`src/rtl/valid_opcode.sv`:
```
// Opcode legality decoder: combinational valid plus a registered decode (1-cycle latency)
// and saturating legal/illegal sample counters; all state holds while in_en is low.
module valid_opcode (
   input  logic        clk,
   input  logic        rst,
   input  logic        in_en,
   input  logic [5:0]  opcode,
   output logic        valid,
   output logic        valid_q,
   output logic [3:0]  op_idx_q,
   output logic        unary_q,
   output logic [15:0] valid_cnt,
   output logic [15:0] invalid_cnt
);

   logic        w_valid;
   logic [3:0]  w_op_idx;
   logic        w_unary;

   logic        r_valid_q;
   logic [3:0]  r_op_idx_q;
   logic        r_unary_q;
   logic [15:0] r_valid_cnt;
   logic [15:0] r_invalid_cnt;

   // Full 6-bit match: anything above 0x0F falls into the default arm.
   always_comb begin
      w_valid  = 1'b1;
      w_op_idx = 4'hF;
      w_unary  = 1'b0;
      case (opcode)
         6'h06:   w_op_idx = 4'd0;
         6'h08:   w_op_idx = 4'd1;
         6'h0A: begin
            w_op_idx = 4'd2;
            w_unary  = 1'b1;
         end
         6'h0C: begin
            w_op_idx = 4'd3;
            w_unary  = 1'b1;
         end
         6'h0E:   w_op_idx = 4'd4;
         6'h0B:   w_op_idx = 4'd5;
         6'h0D:   w_op_idx = 4'd6;
         6'h0F: begin
            w_op_idx = 4'd7;
            w_unary  = 1'b1;
         end
         6'h02:   w_op_idx = 4'd8;
         6'h03:   w_op_idx = 4'd9;
         6'h09:   w_op_idx = 4'd10;
         default: w_valid  = 1'b0;
      endcase
   end

   always_ff @(posedge clk) begin
      if (rst) begin
         r_valid_q     <= 1'b0;
         r_op_idx_q    <= 4'hF;
         r_unary_q     <= 1'b0;
         r_valid_cnt   <= 16'h0000;
         r_invalid_cnt <= 16'h0000;
      end else if (in_en) begin
         r_valid_q  <= w_valid;
         r_op_idx_q <= w_op_idx;
         r_unary_q  <= w_unary;
         // Counters stick at all-ones rather than wrapping.
         if (w_valid) begin
            if (r_valid_cnt != 16'hFFFF)
               r_valid_cnt <= r_valid_cnt + 16'd1;
         end else begin
            if (r_invalid_cnt != 16'hFFFF)
               r_invalid_cnt <= r_invalid_cnt + 16'd1;
         end
      end
   end

   assign valid       = w_valid;
   assign valid_q     = r_valid_q;
   assign op_idx_q    = r_op_idx_q;
   assign unary_q     = r_unary_q;
   assign valid_cnt   = r_valid_cnt;
   assign invalid_cnt = r_invalid_cnt;

endmodule

```
`config.mk`:
```
export PLATFORM = sky130hd
export DESIGN_NAME = valid_opcode
export DESIGN_NICKNAME = d
export VERILOG_FILES = /design/src/rtl/valid_opcode.sv
export SDC_FILE = /design/constraint.sdc
export NUM_CORES = 1
export LEC_CHECK = 0
export ABC_CLOCK_PERIOD_IN_PS = 4200
export BUFFER_PORTS_ARGS = -buffer_cell sky130_fd_sc_hd__buf_4
export CORE_ASPECT_RATIO = 1.75
export CORE_MARGIN = 5
export CORE_UTILIZATION = 55
export DETAILED_ROUTE_END_ITERATION = 7
export PLACE_DENSITY = 0.8
export SLEW_MARGIN = 20
export SYNTH_ARGS = -nofsm -noshare
export SYNTH_HDL_FRONTEND = slang
export SYNTH_SLANG_ARGS = --single-unit
```
`constraint.sdc`:
```
create_clock -name clk -period 4.2 [get_ports clk]
set_input_delay 0.21 -clock clk [delete_from_list [all_inputs] [get_ports clk]]
set_output_delay 0.21 -clock clk [all_outputs]
set_load 0.01 [all_outputs]
```
# --- Yosys cells after proc, flatten, opt, wreduce, memory -nomap -nowiden ---
# Cells that the tools add are included.
op_classes:
  n_addsub: 2
  n_eq_ne: 13
  muxes: 3
  n_bitwise: 1
  reduce_logical: 4
ops:
  columns: ["cell", "n"]
  rows:
  - ["6-bit by 4-bit equality test with 1-bit output, second input constant", 8]
  - ["4-bit case mux with 11 select lines", 1]
  - ["16-bit by 1-bit adder with 16-bit output, second input constant", 2]
  - ["16-bit inequality test, second input constant", 2]
  - ["6-bit by 2-bit equality test with 1-bit output, second input constant", 2]
  - ["11-bit OR reduction", 1]
  - ["6-bit by 3-bit equality test with 1-bit output, second input constant", 1]
  - ["3-bit AND reduction", 2]
  - ["3-bit OR reduction", 1]
  - ["1-bit two-way mux", 2]
  - ["1-bit NOT", 1]
totals:
  ff_bits: 38
  in_bits: 9
  out_inout_bits: 39

# --- Logic depth before layout (Yosys ltp) ---
# Gate-level depths: netlist of the first run.
depth:
  word_depth: 5
  depth_mapped: 7
  ltp_nobuf: 5

# --- Least setup slack after synthesis of the first run ---
# No wires, ideal clock.
synth_path:
  path_kind: "register to register"
  from: "register r_valid_cnt[0] (netlist: valid_cnt[0])"
  to: "register r_valid_cnt[10] (netlist: valid_cnt[10])"
  setup_ns: 0.121
  arrival_ns: 1.832
  t_required_ns: 4.079
  slack_ns: 2.247
  stages_incl_launch_ff: 7
  n_path_buf: 1
  synth_period_minus_slack_ns: 1.953
  path_cell_list: "dfxtp_1 > ha_1 > nand3_1 > or2_0 > clkbuf_1 > nor4_1 > mux2_2"
synth_via:
  elab_chain_len: 2
synth_rtl:
  columns: ["item", "line_no", "rtl"]
  rows:
  - ["from (decl)", "23", "logic [15:0] r_valid_cnt;"]
  - ["from (signal assigned)", "70", "r_valid_cnt <= r_valid_cnt + 16'd1;"]
  - ["parallel branches: the longest is 2 deep, another holds 16-bit by 1-bit adder with 16-bit output", null, null]
# Several ways; the timed one is not identified.
# A chain may end at the register's enable or synchronous reset.

# --- Worst setup path after layout of the first run ---
# Ends and elaborated chain as after synthesis.

==> run summary, run 1 <==
hpwl dp = 3820 um
P_leak = 1.03 nW
vias in the first global route = 2039
Critical Path AT = 2.33 ns
GPL Wtd Cong = 0.794
CP Cell Sequence = ha_1 -> nand3_1 -> or2_0 -> nor4_1 -> mux2_2
first-pass GRT wire length = 8850 um
via count = 2183
cts bufs inserted = 5
worst rel slew slack = 38.8%
nets = 320
net count after synthesis = 281
Setup Buffers After CTS = 0
antenna violations before repair = 0
Pre-Repair DR Iteration Count = 4
element type at the critical path end = flip-flop
post-CTS sizing = 0
Post-Syn Area = 2240 sq um
Cell variety after synth = 48
fraction of layout cells with a size suffix above 1 = 25.8%
Avg Cell Area, Syn = 8.29 sq um
post-layout minimum cycle time = 2.15 ns
H-tree depth = 2
slowest CP cell = dfxtp_1
Post-synth top cells = dfxtp_1 (38), nor2_1 (20), a21oi_1 (16)
Root Driver = clkbuf_8
die width = 58.2 um
Area Overhead vs Synth = 20.8%
top-area cell type share of the netlist area = 34.0%
crit start category = flip-flop
Ys Warns = 0
number of synthesized flops with an enable pin = 0
clock tree sinks = 38
GRT Resource Usage Total = 20.1%
delay of the slowest critical-path stage = 0.46 ns
Max Freq = 0.464 GHz
IO Port Bufs = 47
# DRC = 0
CP required = 4.38 ns
Max Cap Viol = 0
die area = 5500 sq um
Post-synth top flop = dfxtp_1
Placed Area = 2590 sq um
Post-Synthesis Cells = 270
Initial Util = 57.4%
Routed WL = 5240 um
CP Max Fanout = 9
Yosys reg bits = 38
worst-case vdd ir drop = 0.236 mV
Core Region = 3900 sq um
Hold Crit Class = in -> reg
ANT cells = 0
hold_buf cts = 0
Final TNS setup = 0 ns
post-route ant nets = 0
asr flop ratio synth = 0%
CP Class = reg -> reg
Setup-failing EPs final = 0
Slew @ Worst Pin = 0.915 ns
most common cell in the synthesized netlist = dfxtp_1
Setup Skew = 0.00797 ns
per-cell routed wire length = 14.6 um
final hold vios = 0
Die H = 94.4 um
Clock Latency Late Sink = 0.29 ns
status = finished, final reports clean
Max Slew Vio Count = 0
Tcrit/Tclk final = 51.3%
area leader, netlist = dfxtp_1
Max clock buf depth = 2
clock-pin transition on the worst setup and hold timing paths = 0.07 ns
# rows = 30
vias per cell = 6.10
drt first-iter violations = 71
remaining global-route overflow = 0
pin count of the biggest net entering global routing = 53
Ports = 48
Layout Cell Area excl Fill = 2710 sq um
RSZ-0062 raised after global routing = no
CTS tree = yes
power per cell area = 271 nW/um^2
largest cells by area after synthesis = dfxtp_1 (34%), mux2_2 (6.5%), o31ai_1 (4.0%), nor2b_1 (3.6%), a21oi_1 (3.6%)
sequential-to-total area share from yosys stat = 34.0%
==> power by group <==
group,internal (mW),switching (mW)
Clock,0.175,0.130
Combinational,0.0243,0.0351
Sequential,0.364,0.00399
==> layer usage <==
layer	global-route usage [%]	vias up	routed length, um
li1	-	1089	-
met4	11.2	0	184
met5	0	-	0
met1	21.9	1007	2090
met2	35.6	68	2710
met3	3.69	19	262
==> layout by cell type (no fill, tap or decap), types with 3 or more instances in the layout <==
master and n:
a211oi_1 9, a21oi_1 16, and3_1 4, and4_1 5, buf_4 48, clkbuf_8 5
dfxtp_1 38, inv_1 12, mux2_2 13, mux2i_1 3, nand2_1 15, nand2b_1 4
nand3_1 12, nand4_1 9, nor2_1 20, nor2b_1 13, nor3_1 4, nor4_1 12
o211ai_1 3, o21ai_0 5, o31ai_1 12, or2_2 3, or3_1 3, or4_1 10
==> layout make-up <==
| class | instances | area (sq um) |
|---|---|---|
| clock buffers | 5 | 68.8 |
| clock inverters | 3 | 40.0 |
| fillers | 346 | 1200 |
| inverters | 12 | 45.0 |
| multi-input cells | 204 | 1370 |
| flip-flops and latches | 38 | 761 |
| well taps | 48 | 60.1 |
| repair buffers | 48 | 360 |
==> final timing paths <==
| path | start | endpoint | slack [ns] | depth (start not counted) |
|---|---|---|---|---|
| max reg2reg | valid_cnt[0] | valid_cnt[10] | 2.05 | 5 |
| min | opcode[3] | unary_q | 0.28 | 3 |
| max | valid_cnt[0] | valid_cnt[10] | 2.05 | 5 |
| min reg2reg | valid_q | valid_q | 0.47 | 2 |
==> worst max-delay path: cells and delay by family, from the launching register on <==
family	cells	cell delay, ns
adder cells (fa/ha/maj)	1	0.28
AND/OR/NAND/NOR	3	0.94
multiplexers	1	0.37
flip-flops	1	0.46
==> through the flow <==
| step | power, mW | util (%) | cells | hold WS (ns) | setup WS, ns |
|---|---|---|---|---|---|
| CTS | 0.740 | 69.1 | 358 | 0.272 | 1.79 |
| global placement | 0.435 | 66.3 | 350 | 0.462 | 1.96 |
| global route | 0.764 | 69.3 | 358 | 0.316 | 1.89 |
| floorplan | 0.416 | - | 270 | 0.454 | 2.25 |
| detailed placement | 0.436 | 66.3 | 350 | 0.461 | 1.82 |
| finish | 0.732 | 69.3 | 358 | 0.277 | 2.05 |
==> sequential cells by signal, indices dropped and copies added, names as in the netlist <==
name         count
valid_q          1
op_idx_q         4
valid_cnt       16
unary_q          1
invalid_cnt     16
==> cells by family after synthesis <==
family,share of synthesized area (%)
muxes,7.88
xor gates and xnor gates,0.391
DFF,34.0
adders and majority gates,1.12
and+or+nand+nor,32.7
buffers and inverters,5.25
AOI/OAI and AO/OA,18.7
Note: power is estimated with default switching activity, not from simulation.
==> run 2, diff against run 1 <==
--- a/config.mk
+++ b/config.mk
@@ -5,13 +5,13 @@
 export SDC_FILE = /design/constraint.sdc
 export NUM_CORES = 1
 export LEC_CHECK = 0
-export ABC_CLOCK_PERIOD_IN_PS = 4200
+export ABC_CLOCK_PERIOD_IN_PS = 2050
 export BUFFER_PORTS_ARGS = -buffer_cell sky130_fd_sc_hd__buf_4
 export CORE_ASPECT_RATIO = 1.75
 export CORE_MARGIN = 5
-export CORE_UTILIZATION = 55
+export CORE_UTILIZATION = 54
 export DETAILED_ROUTE_END_ITERATION = 7
-export PLACE_DENSITY = 0.8
+export PLACE_DENSITY = 0.79
 export SLEW_MARGIN = 20
 export SYNTH_ARGS = -nofsm -noshare
 export SYNTH_HDL_FRONTEND = slang
==> constraint.sdc (replaced) <==
create_clock -name clk -period 2.05 [get_ports clk]
set_input_delay 0.1025 -clock clk [delete_from_list [all_inputs] [get_ports clk]]
set_output_delay 0.1025 -clock clk [all_outputs]
set_load 0.01 [all_outputs]
==> run 2 against run 1 <==
Compared with the run above: die area grew 1.6%; non-clock buffer count up 8; register-to-register slack got worse by 1.9 ns; via count is 2.9% higher; critical path type unchanged; largest cell class unchanged; largest power group unchanged.
==> run summary, run 2 (synthesis gave the netlist of run 1 again) <==
status = finished, final reports clean
remaining global-route overflow = 0 (unchanged)
post-CTS sizing = 0 (unchanged)
storage element area = 761 sq um (unchanged)
antenna violations before repair = 0 (unchanged)
worst r2r src = valid_cnt[0]
IO Port Bufs = 47 (unchanged)
Setup Skew = 0.0124 ns (+0.00438 ns)
HP Start = opcode[3]
Slew @ Worst Pin = 0.945 ns (+0.0299 ns)
wire length on met3 = 264 um (+0.76%)
final core occ = 67.3% (-2.0 points)
cts bufs inserted = 5 (unchanged)
Clock Latency Late Sink = 0.29 ns (about the same)
Max clock buf depth = 2 (unchanged)
die width = 58.7 um (+0.76%)
# DRC = 0 (unchanged)
commonest non-fill, non-tap cell in the layout = buf_4
cell count of the worst reg-to-reg path = 5 (unchanged)
clock-pin transition on the worst setup and hold timing paths = 0.08 ns (about the same)
H-tree depth = 2 (unchanged)
element type at the critical path end = flip-flop
Hold Crit Class = in -> reg
CP Max Fanout = 6 (-3)
vias in the first global route = 2204 (+8.1%)
Setup WS pre-CTS = 0.134 ns (-1.69 ns)
Post-Route M1 WL = 2150 um (+2.9%)
Layout Cell Area excl Fill = 2740 sq um (+1.3%)
GRT Resource Usage Total = 21.5% (+1.4 points)
worst rel slew slack = 36.8% (-2.0 points)
post-route ant nets = 0 (unchanged)
Setup Buffers After CTS = 0 (unchanged)
worst-case vdd ir drop = 0.549 mV (+130%)
first-pass GRT wire length = 9500 um (+7.4%)
vias per cell = 6.12 (+0.41%)
Placed Area = 2650 sq um (+2.4%)
nets = 328 (+2.5%)
Hold Path Stages = 3 (unchanged)
fraction of layout cells with a size suffix above 1 = 27.7% (+1.9 points)
Max Cap Viol = 0 (unchanged)
Max Slew Vio Count = 0 (unchanged)
Routed WL = 5670 um (+8.2%)
crit start category = flip-flop
P_leak = 1.04 nW (+1.0%)
worst min-delay path endpoint = unary_q
flop2flop setup slack = 0.14 ns (-1.90 ns)
Area Overhead vs Synth = 22.4%
CTS tree = yes
Max Freq = 0.524 GHz (+13%)
die area = 5590 sq um (+1.6%)
Ports = 48 (unchanged)
RSZ-0062 raised after global routing = no
Tcrit/Tclk final = 93.0% (+42 points)
via count = 2247 (+2.9%)
Setup-failing EPs final = 0 (unchanged)
multi-input logic area = 1370 sq um (-0.18%)
per-cell routed wire length = 15.4 um (+5.5%)
Initial Util = 55.0% (-2.4 points)
# rows = 31 (+3.3%)
CP required = 2.23 ns (-2.15 ns)
commonest non-fill, non-tap cells in the layout = buf_4 (56), dfxtp_1 (38), nor2_1 (20), a21oi_1 (16), nand2_1 (15)
CP Class = reg -> reg
routed wl met2 = 3120 um (+15%)
drt first-iter violations = 78 (+9.9%)
FILL cells = 394 (+14%)
ANT cells = 0 (unchanged)
Root Driver = clkbuf_8
Critical Path AT = 2.09 ns (-0.24 ns)
Die H = 95.2 um (+0.83%)
clock tree sinks = 38 (unchanged)
hold_buf cts = 0 (unchanged)
hpwl dp = 4090 um (+7.1%)
Pre-Repair DR Iteration Count = 4 (unchanged)
post-layout minimum cycle time = 1.91 ns (-0.246 ns)
final hold vios = 0 (unchanged)
worst setup margin = 0.143 ns (-1.90 ns)
Core Region = 4070 sq um (+4.3%)
pin count of the biggest net entering global routing = 53 (unchanged)
Final TNS setup = 0 ns (unchanged)
power per cell area = 508 nW/um^2 (+88%)
RR Endpoint = valid_cnt[10]
worst hold slack = 0.175 ns (-0.102 ns)
GPL Wtd Cong = 0.844 (+6.4%)
Top Layer Used = met4
run 2: changes by cell type in the layout (fill, tap and decap cells not counted), sizes merged:
cell / before / now
bufinv: 1 / 0
buf: 48 / 56
clkbuf: 5 / 6
run 2: critical path, cell delays in order (launching register included):
cell     delay [ns]
dfxtp_1        0.34
ha_1           0.25
nand3_1        0.17
or2_0          0.34
nor4_1         0.33
mux2_2         0.37
run 2: cell type report:
class / count / share of cell area [%]
tap: 49 / 2.24
clock inverter: 2 / 0.502
multi-input combinational: 204 / 49.9
sequential: 38 / 27.7
timing repair buffer: 56 / 15.3
clock buffer: 6 / 2.65
inverter: 12 / 1.64
run 2: through the flow:
| stage | std cells | power (mW) |
|---|---|---|
| 2_1_floorplan | 270 | 0.853 |
| 3_3_place_gp | 359 | 0.899 |
| 3_5_place_dp | 359 | 0.904 |
| 4_1_cts | 367 | 1.41 |
| 5_1_grt | 367 | 1.46 |
| 6_report | 367 | 1.39 |
run 2: worst max path at each step:
stage,depth (start not counted),startpoint,to
2_1_floorplan,6,valid_cnt[0],valid_cnt[10]
5_1_grt,5,valid_cnt[0],valid_cnt[10]
3_5_place_dp,5,valid_cnt[0],valid_cnt[14]
4_1_cts,5,valid_cnt[0],valid_cnt[14]
3_3_place_gp,5,valid_cnt[0],valid_cnt[14]
6_report,5,valid_cnt[0],valid_cnt[10]
run 2: power by group:
part | internal [mW] | total (mW) | leakage (nW) | switching (mW)
Combinational | 0.0561 | 0.134 | 0.692 | 0.0777
Clock | 0.240 | 0.507 | 0.0452 | 0.267
Sequential | 0.745 | 0.752 | 0.307 | 0.00708
Total | 1.04 | 1.39 | 1.04 | 0.352
run 2: metal layers:
layer	track usage (%)	vias up
li1	-	1100
met1	22.4	1075
met2	40.4	59
met3	3.66	13
met4	10.0	0
met5	0	-
==> run 3, diff against run 2 <==
--- a/config.mk
+++ b/config.mk
@@ -5,13 +5,16 @@
 export SDC_FILE = /design/constraint.sdc
 export NUM_CORES = 1
 export LEC_CHECK = 0
+export ABC_AREA = 1
 export ABC_CLOCK_PERIOD_IN_PS = 2050
 export BUFFER_PORTS_ARGS = -buffer_cell sky130_fd_sc_hd__buf_4
 export CORE_ASPECT_RATIO = 1.75
 export CORE_MARGIN = 5
-export CORE_UTILIZATION = 54
+export CORE_UTILIZATION = 55
 export DETAILED_ROUTE_END_ITERATION = 7
-export PLACE_DENSITY = 0.79
+export GPL_ROUTABILITY_DRIVEN = 0
+export PLACE_DENSITY = 0.8
+export SKIP_CTS_REPAIR_TIMING = 1
 export SLEW_MARGIN = 20
 export SYNTH_ARGS = -nofsm -noshare
 export SYNTH_HDL_FRONTEND = slang
==> run 3 against run 2 <==
Compared with the run above: total power increased by 16%; global-route usage is 2.3 points higher; first-iteration DRC count rose by 53%; maximum frequency is 6.4% higher; hold slack worse by 0.032 ns; sequential share of layout area decreased by 2.2 points; highest routed layer unchanged.
==> run summary, run 3 <==
status = finished, final reports clean
commonest non-fill, non-tap cells in the layout = nand2_1 (111), nor2_1 (81), inv_1 (59), buf_4 (54), nand3_1 (48)
Ports = 48 (unchanged)
largest cells by area after synthesis = dfxtp_1 (31%), nand2_1 (17%), nor2_1 (12%), nand3_1 (9.9%), inv_1 (9.0%)
Pre-Repair DR Iteration Count = 4 (unchanged)
final hold vios = 0 (unchanged)
Area Overhead vs Synth = 20.8%
Top Layer Used = met4
per-cell routed wire length = 12.5 um (-19%)
asr flop ratio synth = 0% (unchanged)
clock-pin transition on the worst setup and hold timing paths = 0.08 ns (about the same)
fraction of layout cells with a size suffix above 1 = 18.4% (-9.3 points)
multi-input logic area = 1400 sq um (+2.2%)
P_leak = 1.49 nW (+42%)
GRT Resource Usage Total = 23.8% (+2.3 points)
# rows = 32 (+3.2%)
net count after synthesis = 427 (+52%)
Max clock buf depth = 2 (unchanged)
Ys Warns = 0 (unchanged)
Root Driver = clkbuf_8
worst setup margin = 0.258 ns (+0.115 ns)
element type at the critical path end = flip-flop
storage element area = 761 sq um (unchanged)
CTS tree = yes
die area = 5980 sq um (+7.0%)
antenna violations before repair = 0 (unchanged)
Post-Synthesis Cells = 416 (+54%)
Setup WS pre-CTS = 0.256 ns (+0.122 ns)
Routed WL = 6500 um (+15%)
ANT cells = 0 (unchanged)
remaining global-route overflow = 0 (unchanged)
Post-Route M1 WL = 2280 um (+6.3%)
HP Start = rst
worst rel slew slack = 64.2% (+27 points)
clock tree sinks = 38 (unchanged)
Clock Latency Late Sink = 0.29 ns (about the same)
post-layout minimum cycle time = 1.79 ns (-0.115 ns)
delay of the slowest critical-path stage = 0.39 ns (+0.02 ns)
worst-case vdd ir drop = 0.471 mV (-14%)
sequential-to-total area share from yosys stat = 30.8% (-3.1 points)
number of synthesized flops with an enable pin = 0 (unchanged)
routed wl met2 = 3660 um (+17%)
CP Class = reg -> reg
hpwl dp = 4820 um (+18%)
Max Freq = 0.558 GHz (+6.4%)
Post-synth top flop = dfxtp_1
cell count of the worst reg-to-reg path = 10 (+5)
most common cell in the synthesized netlist = nand2_1
Post-Syn Area = 2470 sq um (+10%)
final core occ = 68.3% (+1.0 points)
vias per cell = 5.31 (-13%)
cts bufs inserted = 5 (unchanged)
Post-synth top cells = nand2_1 (111), nor2_1 (81), inv_1 (59)
Hold Crit Class = in -> reg
slowest CP cell = dfxtp_1
top-area cell type share of the netlist area = 30.8% (-3.1 points)
commonest non-fill, non-tap cell in the layout = nand2_1
Max Slew Vio Count = 0 (unchanged)
flop2flop setup slack = 0.26 ns (+0.11 ns)
CP Cell Sequence = ha_1 -> nand2_1 -> nor2_1 -> nand3_2 -> nor2_4 -> inv_2 -> nand3_2 -> nand2_1 -> nand2_1 -> nor2_1
Max Cap Viol = 0 (unchanged)
die width = 60.6 um (+3.3%)
power per cell area = 544 nW/um^2 (+7.0%)
Crit path top cell by count = nand2_1
pin count of the biggest net entering global routing = 32 (-40%)
via count = 2752 (+22%)
Cell variety after synth = 27 (-44%)
post-route ant nets = 0 (unchanged)
Initial Util = 56.5% (+1.5 points)
CP endpoint = valid_cnt[13]
Core Region = 4360 sq um (+7.2%)
CP required = 2.23 ns (about the same)
Setup Skew = 0.00814 ns (-0.00421 ns)
IO Port Bufs = 47 (unchanged)
H-tree depth = 2 (unchanged)
area leader, netlist = dfxtp_1
Critical Path AT = 1.97 ns (-0.12 ns)
FILL cells = 418 (+6.1%)
CP Max Fanout = 9 (+3)
drt first-iter violations = 119 (+53%)
worst r2r src = valid_cnt[0]
crit path from = valid_cnt[0]
vias in the first global route = 2678 (+22%)
Yosys reg bits = 38 (unchanged)
first-pass GRT wire length = 11400 um (+20%)
# DRC = 0 (unchanged)
nets = 477 (+45%)
Tcrit/Tclk final = 87.4% (-5.6 points)
wire length on met3 = 403 um (+53%)
crit start category = flip-flop
Avg Cell Area, Syn = 5.93 sq um (-28%)
RR Endpoint = valid_cnt[13]
Slew @ Worst Pin = 0.536 ns (-0.409 ns)
PnR Total Power = 1.62 mW (+16%)
Setup-failing EPs final = 0 (unchanged)
worst hold slack = 0.143 ns (-0.0323 ns)
Die H = 98.6 um (+3.6%)
-- run 3: cell count changes in the layout (fill, tap and decap cells not counted), moves of 9 or more --
cell / change
nand2_1: +96
nor2_1: +61
inv_1: +47
nand3_1: +36
mux2_2: -13
nor2b_1: -13
nor4_1: -11
o31ai_1: -11
or4_1: -10
a211oi_1: -9
-- run 3: how the worst min path moves through the flow --
stage | endpoint | slack [ns] | depth (start not counted)
after floorplan | op_idx_q[2] | 0.34 | 3
after detailed placement | valid_cnt[11] | 0.45 | 2
after CTS | valid_cnt[11] | 0.14 | 2
after global routing | invalid_cnt[14] | 0.15 | 2
final | valid_cnt[0] | 0.14 | 2
after global placement | invalid_cnt[8] | 0.44 | 2
-- run 3: area by class of cell --
class,instances,share of cell area (%)
clock buffers,8,3.69
well taps,51,2.14
inverters,65,8.18
flip-flops and latches,38,25.5
repair buffers,54,13.6
multi-input cells,302,46.9
-- run 3: critical path, delay by kind of cell (launching register included) --
family	cells	cell delay [ns]
and+or+nand+nor	8	0.97
buffers and inverters	1	0.09
DFF	1	0.39
adders and majority gates	1	0.20
-- run 3: kinds of logic after synthesis --
kind of cell / synth area share (%)
and+or+nand+nor: 50.3
adders and majority gates: 1.01
AOI/OAI and AO/OA: 4.06
xor gates and xnor gates: 1.07
buffers and inverters: 12.7
DFF: 30.8
-- run 3: through the flow --
step,area [sq um],cells,TNS [ns]
floorplan,2470,416,0
global placement,2830,505,0
detailed placement,2830,505,0
CTS,2940,513,0
global route,2980,518,-0.00401
finish,2980,518,0
-- run 3: where the power goes --
part | leakage, nW | internal [mW] | switching [mW]
Clock | 0.0575 | 0.340 | 0.273
Sequential | 0.309 | 0.759 | 0.0209
Combinational | 1.12 | 0.0839 | 0.145
-- run 3: per-layer routing --
layer	vias to the layer above	GRT usage (%)
met2	97	44.2
met1	1243	24.9
li1	1395	-
met5	-	0
met4	0	9.68
met3	17	4.06
